`src/rtl/sram_like_arbiter_if.sv`:
```
// One SRAM-like port: request/address phase plus in-order data response.
// The master modport issues requests; the slave modport accepts and answers them.
interface sram_like_arbiter_if;
  logic        req;
  logic        wr;
  logic [1:0]  size;
  logic [31:0] addr;
  logic [3:0]  wstrb;
  logic [31:0] wdata;
  logic        addr_ok;
  logic        data_ok;
  logic [31:0] rdata;

  modport master (
    output req, wr, size, addr, wstrb, wdata,
    input  addr_ok, data_ok, rdata
  );

  modport slave (
    input  req, wr, size, addr, wstrb, wdata,
    output addr_ok, data_ok, rdata
  );
endinterface

```
`src/rtl/sram_like_arbiter.sv`:
```
// Shares one SRAM-like slave between the instruction and data masters: zero-latency grant/response,
// data has fixed priority, grant locks while a request waits, owner FIFO routes in-order responses.
module sram_like_arbiter #(
  parameter int OUTSTANDING = 2
) (
  input  logic                       clk,
  input  logic                       resetn,
  sram_like_arbiter_if.slave         inst,
  sram_like_arbiter_if.slave         data,
  sram_like_arbiter_if.master        s,
  output logic                       err_orphan
);
  localparam int CW = $clog2(OUTSTANDING + 1);
  localparam int PW = (OUTSTANDING > 1) ? $clog2(OUTSTANDING) : 1;

  logic [CW-1:0] count;
  logic [PW-1:0] rd_ptr;
  logic [PW-1:0] wr_ptr;
  logic          owner_q [OUTSTANDING];  // 0 = inst, 1 = data
  logic          lock;
  logic          lock_owner;
  logic          err_q;

  logic full, empty, owner, owner_req, grant, push, pop, head;

  function automatic logic [PW-1:0] next_ptr(input logic [PW-1:0] p);
    return (p == PW'(OUTSTANDING - 1)) ? '0 : p + PW'(1);
  endfunction

  assign full      = (count == CW'(OUTSTANDING));
  assign empty     = (count == '0);
  assign owner     = lock ? lock_owner : data.req;
  assign owner_req = owner ? data.req : inst.req;
  assign grant     = resetn && !full && owner_req;
  assign push      = grant && s.addr_ok;
  assign pop       = resetn && s.data_ok && !empty;
  assign head      = owner_q[rd_ptr];

  // Request fields are forced to zero whenever nothing is granted.
  assign s.req   = grant;
  assign s.wr    = grant && (owner ? data.wr : inst.wr);
  assign s.size  = grant ? (owner ? data.size  : inst.size)  : 2'b0;
  assign s.addr  = grant ? (owner ? data.addr  : inst.addr)  : 32'b0;
  assign s.wstrb = grant ? (owner ? data.wstrb : inst.wstrb) : 4'b0;
  assign s.wdata = grant ? (owner ? data.wdata : inst.wdata) : 32'b0;

  assign inst.addr_ok = push && !owner;
  assign data.addr_ok = push && owner;
  assign inst.data_ok = pop && !head;
  assign data.data_ok = pop && head;
  assign inst.rdata   = inst.data_ok ? s.rdata : 32'b0;
  assign data.rdata   = data.data_ok ? s.rdata : 32'b0;
  assign err_orphan   = resetn && err_q;

  always_ff @(posedge clk) begin
    if (!resetn) begin
      count      <= '0;
      rd_ptr     <= '0;
      wr_ptr     <= '0;
      lock       <= 1'b0;
      lock_owner <= 1'b0;
      err_q      <= 1'b0;
    end else begin
      // A waiting request holds the grant; acceptance or a dropped req releases it.
      lock <= grant && !s.addr_ok;
      if (grant && !s.addr_ok) begin
        lock_owner <= owner;
      end
      if (push) begin
        owner_q[wr_ptr] <= owner;
        wr_ptr          <= next_ptr(wr_ptr);
      end
      if (pop) begin
        rd_ptr <= next_ptr(rd_ptr);
      end
      if (s.data_ok && empty) begin
        err_q <= 1'b1;
      end
      case ({push, pop})
        2'b10:   count <= count + CW'(1);
        2'b01:   count <= count - CW'(1);
        default: count <= count;
      endcase
    end
  end
endmodule

```
`src/flat_wrapper.sv`:
```
// flat-port wrapper written by rule: the top's interface ports become plain ports
module sram_like_arbiter_flat 
#(
  parameter int OUTSTANDING = 2
)
  (clk, resetn, err_orphan, inst_req, inst_wr, inst_size, inst_addr, inst_wstrb, inst_wdata, inst_addr_ok, inst_data_ok, inst_rdata, data_req, data_wr, data_size, data_addr, data_wstrb, data_wdata, data_addr_ok, data_data_ok, data_rdata, s_req, s_wr, s_size, s_addr, s_wstrb, s_wdata, s_addr_ok, s_data_ok, s_rdata);
  sram_like_arbiter_if inst_i ();
  sram_like_arbiter_if data_i ();
  sram_like_arbiter_if s_i ();
  input  logic clk;
  input  logic resetn;
  output logic err_orphan;
  input wire logic [$bits(inst_i.req)-1:0] inst_req;
  input wire logic [$bits(inst_i.wr)-1:0] inst_wr;
  input wire logic [$bits(inst_i.size)-1:0] inst_size;
  input wire logic [$bits(inst_i.addr)-1:0] inst_addr;
  input wire logic [$bits(inst_i.wstrb)-1:0] inst_wstrb;
  input wire logic [$bits(inst_i.wdata)-1:0] inst_wdata;
  output wire logic [$bits(inst_i.addr_ok)-1:0] inst_addr_ok;
  output wire logic [$bits(inst_i.data_ok)-1:0] inst_data_ok;
  output wire logic [$bits(inst_i.rdata)-1:0] inst_rdata;
  input wire logic [$bits(data_i.req)-1:0] data_req;
  input wire logic [$bits(data_i.wr)-1:0] data_wr;
  input wire logic [$bits(data_i.size)-1:0] data_size;
  input wire logic [$bits(data_i.addr)-1:0] data_addr;
  input wire logic [$bits(data_i.wstrb)-1:0] data_wstrb;
  input wire logic [$bits(data_i.wdata)-1:0] data_wdata;
  output wire logic [$bits(data_i.addr_ok)-1:0] data_addr_ok;
  output wire logic [$bits(data_i.data_ok)-1:0] data_data_ok;
  output wire logic [$bits(data_i.rdata)-1:0] data_rdata;
  output wire logic [$bits(s_i.req)-1:0] s_req;
  output wire logic [$bits(s_i.wr)-1:0] s_wr;
  output wire logic [$bits(s_i.size)-1:0] s_size;
  output wire logic [$bits(s_i.addr)-1:0] s_addr;
  output wire logic [$bits(s_i.wstrb)-1:0] s_wstrb;
  output wire logic [$bits(s_i.wdata)-1:0] s_wdata;
  input wire logic [$bits(s_i.addr_ok)-1:0] s_addr_ok;
  input wire logic [$bits(s_i.data_ok)-1:0] s_data_ok;
  input wire logic [$bits(s_i.rdata)-1:0] s_rdata;
  assign inst_i.req = inst_req;
  assign inst_i.wr = inst_wr;
  assign inst_i.size = inst_size;
  assign inst_i.addr = inst_addr;
  assign inst_i.wstrb = inst_wstrb;
  assign inst_i.wdata = inst_wdata;
  assign inst_addr_ok = inst_i.addr_ok;
  assign inst_data_ok = inst_i.data_ok;
  assign inst_rdata = inst_i.rdata;
  assign data_i.req = data_req;
  assign data_i.wr = data_wr;
  assign data_i.size = data_size;
  assign data_i.addr = data_addr;
  assign data_i.wstrb = data_wstrb;
  assign data_i.wdata = data_wdata;
  assign data_addr_ok = data_i.addr_ok;
  assign data_data_ok = data_i.data_ok;
  assign data_rdata = data_i.rdata;
  assign s_req = s_i.req;
  assign s_wr = s_i.wr;
  assign s_size = s_i.size;
  assign s_addr = s_i.addr;
  assign s_wstrb = s_i.wstrb;
  assign s_wdata = s_i.wdata;
  assign s_i.addr_ok = s_addr_ok;
  assign s_i.data_ok = s_data_ok;
  assign s_i.rdata = s_rdata;
  sram_like_arbiter #(.OUTSTANDING(OUTSTANDING)) u_core (.clk(clk), .resetn(resetn), .inst(inst_i), .data(data_i), .s(s_i), .err_orphan(err_orphan));
endmodule
```
`config.mk`:
```
export PLATFORM = sky130hd
export DESIGN_NAME = sram_like_arbiter_flat
export DESIGN_NICKNAME = d
export VERILOG_FILES = /design/src/rtl/sram_like_arbiter_if.sv /design/src/rtl/sram_like_arbiter.sv /design/src/flat_wrapper.sv
export SDC_FILE = /design/constraint.sdc
export NUM_CORES = 1
export LEC_CHECK = 0
export CELL_PAD_IN_SITES_DETAIL_PLACEMENT = 1
export CELL_PAD_IN_SITES_GLOBAL_PLACEMENT = 1
export CORE_MARGIN = 2
export CORE_UTILIZATION = 14
export DETAILED_ROUTE_END_ITERATION = 10
export PLACE_DENSITY_LB_ADDON = 0.1
export SLEW_MARGIN = 20
export SYNTH_ARGS = -nofsm -noshare
export SYNTH_HDL_FRONTEND = slang
export SYNTH_SLANG_ARGS = --single-unit
export TNS_END_PERCENT = 50
```
`constraint.sdc`:
```
create_clock -name clk -period 3.2 [get_ports clk]
set_input_delay 0.8 -clock clk [delete_from_list [all_inputs] [get_ports clk]]
set_output_delay 0.8 -clock clk [all_outputs]
set_load 0.01 [all_outputs]
```
==> impl_metrics.toml, run 1 <==
[power]
leakage_nw = 2.83
power_density_nw_per_um2 = 185
p_sw_w = 0.000372
swShare = 0.354
intPower_w = 0.000681
clockPowerShare = 0.212
combPwrFrac = 0.651
pwr-share-seq = 0.137
vdd_drop_max_mv = 0.207

[synthesis]
ys_ff_latch = 10
syn_nets = 576
synth_most_common_cell = "nand2_1"
yosysSeqAreaShare = 0.0984
synth_flop_cell = "dfxtp_1"
synth.top_cell.area_share = 0.295
synth_common_cells = "nand2_1, a21oi_2, nor2_1"
synth_warnings = 0
synth_top_area_cell = "nand2_1"
ys_async_sr_fraction = 0
synth_edf_count = 2
syn_inst = 396
synthDistinctLibCells = 31
synth_area_um2 = 2240
synth_area_leaders = "nand2_1, a21oi_2, nor2_1"
syn_avg_cell_area_um2 = 5.65

[die]
io_pins = 321
die_y_um = 130
start_util = 0.142
rows = 46
core_um2 = 15800
die_area_um2 = 17000
die_x_um = 130

[drt]
avgRoutedWirePerCell_um = 15.9
num_vias = 3855
vias_per_cell = 4.15
final_antenna_net_count = 0
drt-pass1-iter-count = 4
drt-initial-drc-count = 63
drt-total-wl_um = 14800
drc = 0

[critical_path]
crit_top_cell = "clkdlybuf4s50_1"
path_delay_family = "buffers and inverters"
critPathSlowestCell = "clkdlybuf4s50_1"
rrSetupSlack_ps = 1510
endpoint_kind = "output pin"
r2r_cells = 7
cp_max_fo = 8
reg2reg_to = "u_core.owner_q[1]"
critical_path_buf_inv_count = 3
cp.depth = 6
critPathRequiredTime_ps = 2400
reg2reg_from = "u_core.count[0]"
cp_cell_sequence = "clkdlybuf4s50_1 -> o211a_1 -> buf_4 -> nand2_1 -> nor2_1 -> clkdlybuf4s50_1"
crit_arrival_ps = 2380
critPathLaunchType = "input port"
crit_type = "input port to output pin"
cpPeakStageDelay_ps = 540
crit_start = "s_data_ok"

[clock_tree]
cts_root_buffer = "clkbuf_16"
cts_setup_buffers = 0
cts_buffers = 3
cts_buffer_depth = 2
htree_levels = 1
cts_sinks = 10
cts_tree = "yes"
cts.reportedPaths.clkPinSlew_ps = 40
clk_latency_ps = 240

[sta]
report.final.slew_viol_count = 0
rsz0062_at_grt = "yes"
hold_violations = 0
worst_pin_slew_ps = 653
setup_viol = 0
fmax_mhz = 315
maxSlewHeadroom = 0.565
finalSetupTns_ps = 0
finalWorstSetupSlack_ps = 21.2
clock_skew_ps = 6.44
period_share = 0.993
min_period_ps = 3180

[cells_and_area]
drive_above_1_share = 0.172
fill_cells = 1988
seqCellArea_um2 = 220
layout.cells.non_filler = 929
area_growth_pct = 155
multi_input_area_um2 = 1810
fin_nets = 891

[worst_hold_path]
hold_path_class = "register to register"
hp-start = "u_core.err_q"
holdPathEnd = "u_core.err_q"
holdPathStages = 1

[run]
max-cap-violations = 0

[global_route]
grt.overflow.total = 0
grt_first_pass_wirelength_um = 21400
antenna_found_initial = 3
grt_pass1_vias = 4069
grt_start_max_net_pins = 57
grtUsageTotal = 0.161

[placement]
io_buffers = 320
place_inst = 921
hpwl_um = 12300
dp_slack_ps = -469
routabilityCongestion = 0.770

[outcome]
status = "finished, final reports clean"
[placed cells by master (no fill, tap or decap), types with 5 or more instances in the layout]
master and n:
dfxtp_1 8, nand2_1 176, and2_1 5, dlymetal6s2s_1 6, buf_4 17, clkdlybuf4s50_1 179, nor2_1 69, clkbuf_2 13
dlygate4sd2_1 119, a21oi_2 71, buf_12 7
[through the flow]
stage,instance area [um2],hold slack [ps],util,power [W]
after floorplan,2240,432,-,0.000432
after global placement,5780,444,0.367,0.000877
after detailed placement,5780,449,0.367,0.000889
after CTS,5730,460,0.364,0.00108
after global routing,5700,486,0.362,0.00112
final,5710,460,0.362,0.00105
[area by class of cell]
cell class,count,area share
Timing Repair Buffer,345,0.579
Multi-Input combinational cell,347,0.317
Tap cell,216,0.0474
Sequential cell,10,0.0386
Clock buffer,4,0.0138
Inverter,4,0.00263
Antenna cell,3,0.00132
[cell families (layout without fill, tap and decap cells)]
| kind of cell | count (synthesis) | count (layout) | synth area share |
|---|---|---|---|
| AOI/OAI and AO/OA | 78 | 78 | 0.300 |
| xor gates and xnor gates | 2 | 2 | 0.00783 |
| buffers and inverters | 39 | 353 | 0.103 |
| DFF | 10 | 10 | 0.0984 |
| muxes | 6 | 6 | 0.0274 |
| other | 0 | 3 | 0 |
| and+or+nand+nor | 261 | 261 | 0.463 |
[metal layers]
metal,wire length [um],part of all wire,vias to the layer above,GRT usage
met5,0,0,-,0
met4,346,0.023,0,0.0513
met3,1630,0.11,18,0.0599
met2,7800,0.53,192,0.321
met1,5000,0.34,1762,0.151
li1,-,-,1883,-
[worst max-delay path by stage]
| stage | slack (ps) | end |
|---|---|---|
| global placement | -450 | s_wdata[27] |
| floorplan | 740 | s_addr[0] |
| detailed placement | -470 | s_wdata[30] |
| global route | -40 | data_rdata[20] |
| CTS | 1 | s_addr[18] |
| finish | 20 | data_rdata[20] |
[registers in the layout, summed over array words and instances, names as in the netlist, named ones only]
signal,count
u_core.lock,1
u_core.rd_ptr,1
u_core.err_q,1
u_core.wr_ptr,1
u_core.owner_q,2
u_core.lock_owner,1
u_core.count,2
[power groups by stage]
stage                     combinational [W]  sequential (W)  clock, W
after floorplan                    0.000288        0.000144         0
after global placement             0.000731        0.000146         0
after detailed placement           0.000743        0.000146         0
after CTS                          0.000704        0.000144  0.000229
after global routing               0.000744        0.000145  0.000234
final                              0.000686        0.000144  0.000224
[repair_timing]
action / 4_1_cts / 5_1_grt
pin swaps: 2 / 0
setup endpoints to repair: 140 / 22
gates cloned: 1 / 0
resized for setup: 141 / 31
hold buffers: 0 / 0
Note: power is estimated with default switching activity, not from simulation.
==> run 2: changes to the inputs <==
--- a/config.mk
+++ b/config.mk
@@ -7,7 +7,7 @@
 export LEC_CHECK = 0
 export CELL_PAD_IN_SITES_DETAIL_PLACEMENT = 1
 export CELL_PAD_IN_SITES_GLOBAL_PLACEMENT = 1
-export CORE_MARGIN = 2
+export CORE_MARGIN = 4
 export CORE_UTILIZATION = 14
 export DETAILED_ROUTE_END_ITERATION = 10
 export PLACE_DENSITY_LB_ADDON = 0.1
==> run 2 against run 1 <==
Net effect: worst hold slack better by 2.7 ps; design area up 2.9%; total power up 3.4%; non-clock buffer count up 8; global-route usage up 0.79 points; flip-flop and latch count unchanged.
==> impl_metrics.toml, run 2 (synthesis results as in run 1) <==
[outcome]
status = "finished, final reports clean"

[sta]
rsz0062_at_grt = "no"
maxSlewHeadroom = 0.587
setup_viol = 0
finalSetupTns_ps = 0
worst_pin_slew_ps = 619
clock_skew_ps = 0.480
period_share = 0.987
min_period_ps = 3160
report.final.slew_viol_count = 0
hold_violations = 0
fmax_mhz = 317

[drt]
vias_per_cell = 4.21
final_antenna_net_count = 0
drc = 0
drt-initial-drc-count = 50
drt-total-wl_um = 16700
drt-pass1-iter-count = 4
num_vias = 3919
avgRoutedWirePerCell_um = 17.9

[critical_path]
reg2reg_from = "u_core.lock_owner"
endpoint_kind = "output pin"
crit_arrival_ps = 2360
cp_max_fo = 18
reg2reg_to = "u_core.owner_q[0]"
r2r_cells = 6
crit_type = "input port to output pin"
rrSetupSlack_ps = 1480
crit_start = "s_data_ok"
critPathRequiredTime_ps = 2400
critPathLaunchType = "input port"

[cells_and_area]
layout.cells.non_filler = 931
fin_nets = 899
final_area_um2 = 5870
reg.largest.list = "u_core.count (2), u_core.owner_q (2)"
area_growth_pct = 162
most-common-layout-cells = "clkdlybuf4s50_1, nand2_1, dlygate4sd2_1"
drive_above_1_share = 0.163
mostFrequentLayoutCell = "clkdlybuf4s50_1"

[die]
rows = 45
core_um2 = 15400
die_x_um = 134
start_util = 0.145
die_y_um = 134
io_pins = 321
die_area_um2 = 18100

[power]
leakage_nw = 2.83
clockPowerShare = 0.206
power.total_w = 0.00109
vdd_drop_max_mv = 0.130
pwr-share-seq = 0.133
power_density_nw_per_um2 = 186
swShare = 0.354
intPower_w = 0.000704
p_sw_w = 0.000385
combPwrFrac = 0.661

[worst_hold_path]
holdPathEnd = "u_core.err_q"
hold_path_class = "register to register"
holdPathStages = 1
hp-start = "u_core.err_q"

[clock_tree]
cts_setup_buffers = 0
cts_buffers = 3
cts_buffer_depth = 2
htree_levels = 1
clk_latency_ps = 240
cts_root_buffer = "clkbuf_16"
cts.reportedPaths.clkPinSlew_ps = 40
cts_tree = "yes"
cts_sinks = 10

[placement]
routabilityCongestion = 0.800
place_inst = 923
io_buffers = 320
placed_area_um2 = 5870
hpwl_um = 14300

[run]
max-cap-violations = 0

[global_route]
grt_pass1_vias = 4220
grt_first_pass_wirelength_um = 24000
grt_start_max_net_pins = 36
grtUsageTotal = 0.169
antenna_found_initial = 5
grt.overflow.total = 0
==> run 2: cell types whose count changed in the layout (fill, tap and decap cells not counted), moves of 2 or more <==
cell,change
clkdlybuf4s15_1,+4
buf_6,+2
dlygate4sd2_1,+15
buf_12,+4
dlymetal6s2s_1,-6
clkbuf_2,-13
==> run 2: metrics by stage <==
stage          worst slack (ps)  utilization  hold slack, ps
6_report                   42.3        0.381             463
5_1_grt                    2.88        0.380             500
4_1_cts                    7.66        0.378             463
3_3_place_gp               -418        0.381             444
3_5_place_dp               -422        0.381             453
2_1_floorplan               740            -             432
==> run 2: power groups by stage <==
| stage | clock network (W) | registers (W) | logic, W |
|---|---|---|---|
| after detailed placement | 0 | 0.000146 | 0.000765 |
| after floorplan | 0 | 0.000144 | 0.000288 |
| after global placement | 0 | 0.000146 | 0.000756 |
| after global routing | 0.000237 | 0.000146 | 0.000777 |
| final | 0.000225 | 0.000145 | 0.000720 |
| after CTS | 0.000229 | 0.000144 | 0.000728 |
==> run 2: how the worst max path moves through the flow <==
stage	endpoint	slack, ps	cells after the start
4_1_cts	data_data_ok	8	5
5_1_grt	s_wdata[4]	3	7
6_report	data_data_ok	40	5
3_3_place_gp	s_wdata[26]	-420	8
3_5_place_dp	s_wstrb[0]	-420	8
2_1_floorplan	s_addr[0]	740	6
==> run 2: worst max-delay path, stage by stage <==
cell and delay (ps):
clkdlybuf4s50_1 510, o211a_4 220, buf_12 160, and2_1 130, clkdlybuf4s50_1 530
==> run 2: metal layers <==
metal	GRT usage	part of all wire	vias up
met5	0	0.0028	-
met1	0.155	0.34	1756
li1	-	-	1904
met4	0.0481	0.027	8
met3	0.0814	0.12	32
met2	0.328	0.51	219
==> run 2: layout make-up <==
cell class              count  area, um2
clock buffers               3       75.1
clock inverters             1       3.75
repair buffers            353       3470
diodes                      2       5.00
flip-flops and latches     10        220
well taps                 211        264
inverters                   4       15.0
fillers                  1940       9560
multi-input cells         347       1820
==> run 2: what timing repair did <==
action / 4_1_cts / 5_1_grt
setup endpoints to repair: 140 / 7
hold buffers: 0 / 0
gates cloned: 1 / 1
pin swaps: 1 / 0
resized for setup: 149 / 8
hold endpoints to repair: 0 / 0
==> run 3: changes to the inputs <==
--- a/config.mk
+++ b/config.mk
@@ -5,12 +5,14 @@
 export SDC_FILE = /design/constraint.sdc
 export NUM_CORES = 1
 export LEC_CHECK = 0
-export CELL_PAD_IN_SITES_DETAIL_PLACEMENT = 1
-export CELL_PAD_IN_SITES_GLOBAL_PLACEMENT = 1
+export CAP_MARGIN = 25
+export CELL_PAD_IN_SITES_DETAIL_PLACEMENT = 0
+export CELL_PAD_IN_SITES_GLOBAL_PLACEMENT = 2
 export CORE_MARGIN = 4
-export CORE_UTILIZATION = 14
+export CORE_UTILIZATION = 10
 export DETAILED_ROUTE_END_ITERATION = 10
 export PLACE_DENSITY_LB_ADDON = 0.1
+export REMOVE_ABC_BUFFERS = 1
 export SLEW_MARGIN = 20
 export SYNTH_ARGS = -nofsm -noshare
 export SYNTH_HDL_FRONTEND = slang
==> run 3 against run 2 <==
Net effect: fmax grew 0.34%; worst hold slack lost 11 ps; final cell count grew 7.8%; largest power group unchanged; die area grew 37%; flip-flop and latch count is the same.
==> impl_metrics.toml, run 3 (synthesis results as in run 1) <==
[clock_tree]
ctsHoldBuffers = 0
cts_tree = "yes"
cts_sinks = 10
cts_root_buffer = "clkbuf_16"
clk_latency_ps = 240
cts.reportedPaths.clkPinSlew_ps = 40
cts_buffers = 3
cts_buffer_depth = 2
htree_levels = 1

[sta]
finalWorstSetupSlack_ps = 53.1
clock_skew_ps = 2.98
fmax_mhz = 318
min_period_ps = 3150
report.final.slew_viol_count = 0
maxSlewHeadroom = 0.563
period_share = 0.983
worst_pin_slew_ps = 656
setup_viol = 0
hold_violations = 0

[worst_hold_path]
holdPathStages = 1
hp-start = "u_core.err_q"
hold_path_class = "register to register"

[global_route]
grt_pass1_vias = 3829
grt_start_max_net_pins = 35
grt_first_pass_wirelength_um = 21100
grtUsageTotal = 0.108
antenna_found_initial = 0
grt.overflow.total = 0

[die]
rows = 54
start_util = 0.102
die_x_um = 158
io_pins = 321
die_y_um = 158
core_um2 = 21900
die_area_um2 = 24800

[cells_and_area]
antennaDiodeCount = 0
most-common-layout-cells = "clkdlybuf4s50_1, nand2_1, dlygate4sd2_1"
fill_cells = 2476
fin_nets = 905
mostFrequentLayoutCell = "clkdlybuf4s50_1"
layout.cells.non_filler = 1004
postLayoutCoreUtil = 0.275
reg.largest.list = "u_core.count (2), u_core.owner_q (2)"
drive_above_1_share = 0.180
area_growth_pct = 169

[outcome]
status = "finished, final reports clean"

[drt]
drc = 0
drt-total-wl_um = 15500
vias_per_cell = 3.82
drt-initial-drc-count = 132
num_vias = 3836
drt-pass1-iter-count = 4
final_antenna_net_count = 0
avgRoutedWirePerCell_um = 15.4

[placement]
hpwl_um = 12900
routabilityCongestion = 0.821
place_inst = 993
dp_slack_ps = -481
io_buffers = 320

[power]
power_density_nw_per_um2 = 182
leakage_nw = 2.84
vdd_drop_max_mv = 0.126

[critical_path]
reg2reg_from = "u_core.lock_owner"
critPathLaunchType = "input port"
r2r_cells = 8
endpoint_kind = "output pin"
crit_start = "inst_req"
crit_type = "input port to output pin"
critPathRequiredTime_ps = 2400
cp_max_fo = 17
crit_arrival_ps = 2350

[run]
max-cap-violations = 0
run 3: changes by cell type in the layout (fill, tap and decap cells not counted), sizes merged, moves of 2 or more:
| cell | previous run | this run |
|---|---|---|
| clkbuf | 4 | 8 |
| diode | 2 | 0 |
| dlygate4sd2 | 134 | 106 |
| buf | 32 | 38 |
| clkdlybuf4s15 | 6 | 28 |
| dlymetal6s2s | 0 | 4 |
run 3: repair_timing:
action | in CTS | in global routing
setup buffers | 2 | 4
pin swaps | 1 | 1
setup endpoints to repair | 140 | 44
cloned | 0 | 1
gates resized for setup | 171 | 18
run 3: power breakdown:
part	switching, W	internal, W
combinational	0.000316	0.000407
sequential	0.00000743	0.000137
clock	0.0000610	0.000164
total	0.000384	0.000709
run 3: area by class of cell:
cell class / instances / area, um2 / area share
clock buffers: 3 / 75.1 / 0.0125
clock inverters: 1 / 3.75 / 0.000624
inverters: 4 / 17.5 / 0.00291
multi-input cells: 347 / 1810 / 0.302
flip-flops and latches: 10 / 220 / 0.0366
well taps: 280 / 350 / 0.0582
repair buffers: 359 / 3530 / 0.587
run 3: path summary, 6_finish.rpt:
check,to,slack (ps)
max,s_addr[14],50
min,u_core.err_q,450
max reg2reg,u_core.owner_q[1],1370
min reg2reg,u_core.err_q,450
run 3: layer usage:
layer / share of wire / up-vias / GRT usage / routed length (um)
li1: - / 1916 / - / -
met2: 0.49 / 223 / 0.203 / 7640
met4: 0.0045 / 0 / 0.0139 / 69
met1: 0.34 / 1693 / 0.105 / 5300
met3: 0.16 / 4 / 0.0653 / 2450
met5: 0 / - / 0 / 0
run 3: stage by stage:
step	TNS (ps)	instance area [um2]	hold slack, ps	power [W]
global placement	-44090	5960	442	0.000907
floorplan	-206800	2020	432	0.000412
detailed placement	-47640	5960	445	0.000903
global route	-11.4	6010	464	0.00117
CTS	-19.0	5930	454	0.00109
finish	0	6010	451	0.00109
run 3: critical path, stage by stage:
cell	delay [ps]
clkdlybuf4s50_1	480
a21oi_1	60
or2_4	300
buf_4	160
buf_12	150
a21oi_2	100
clkdlybuf4s15_1	290
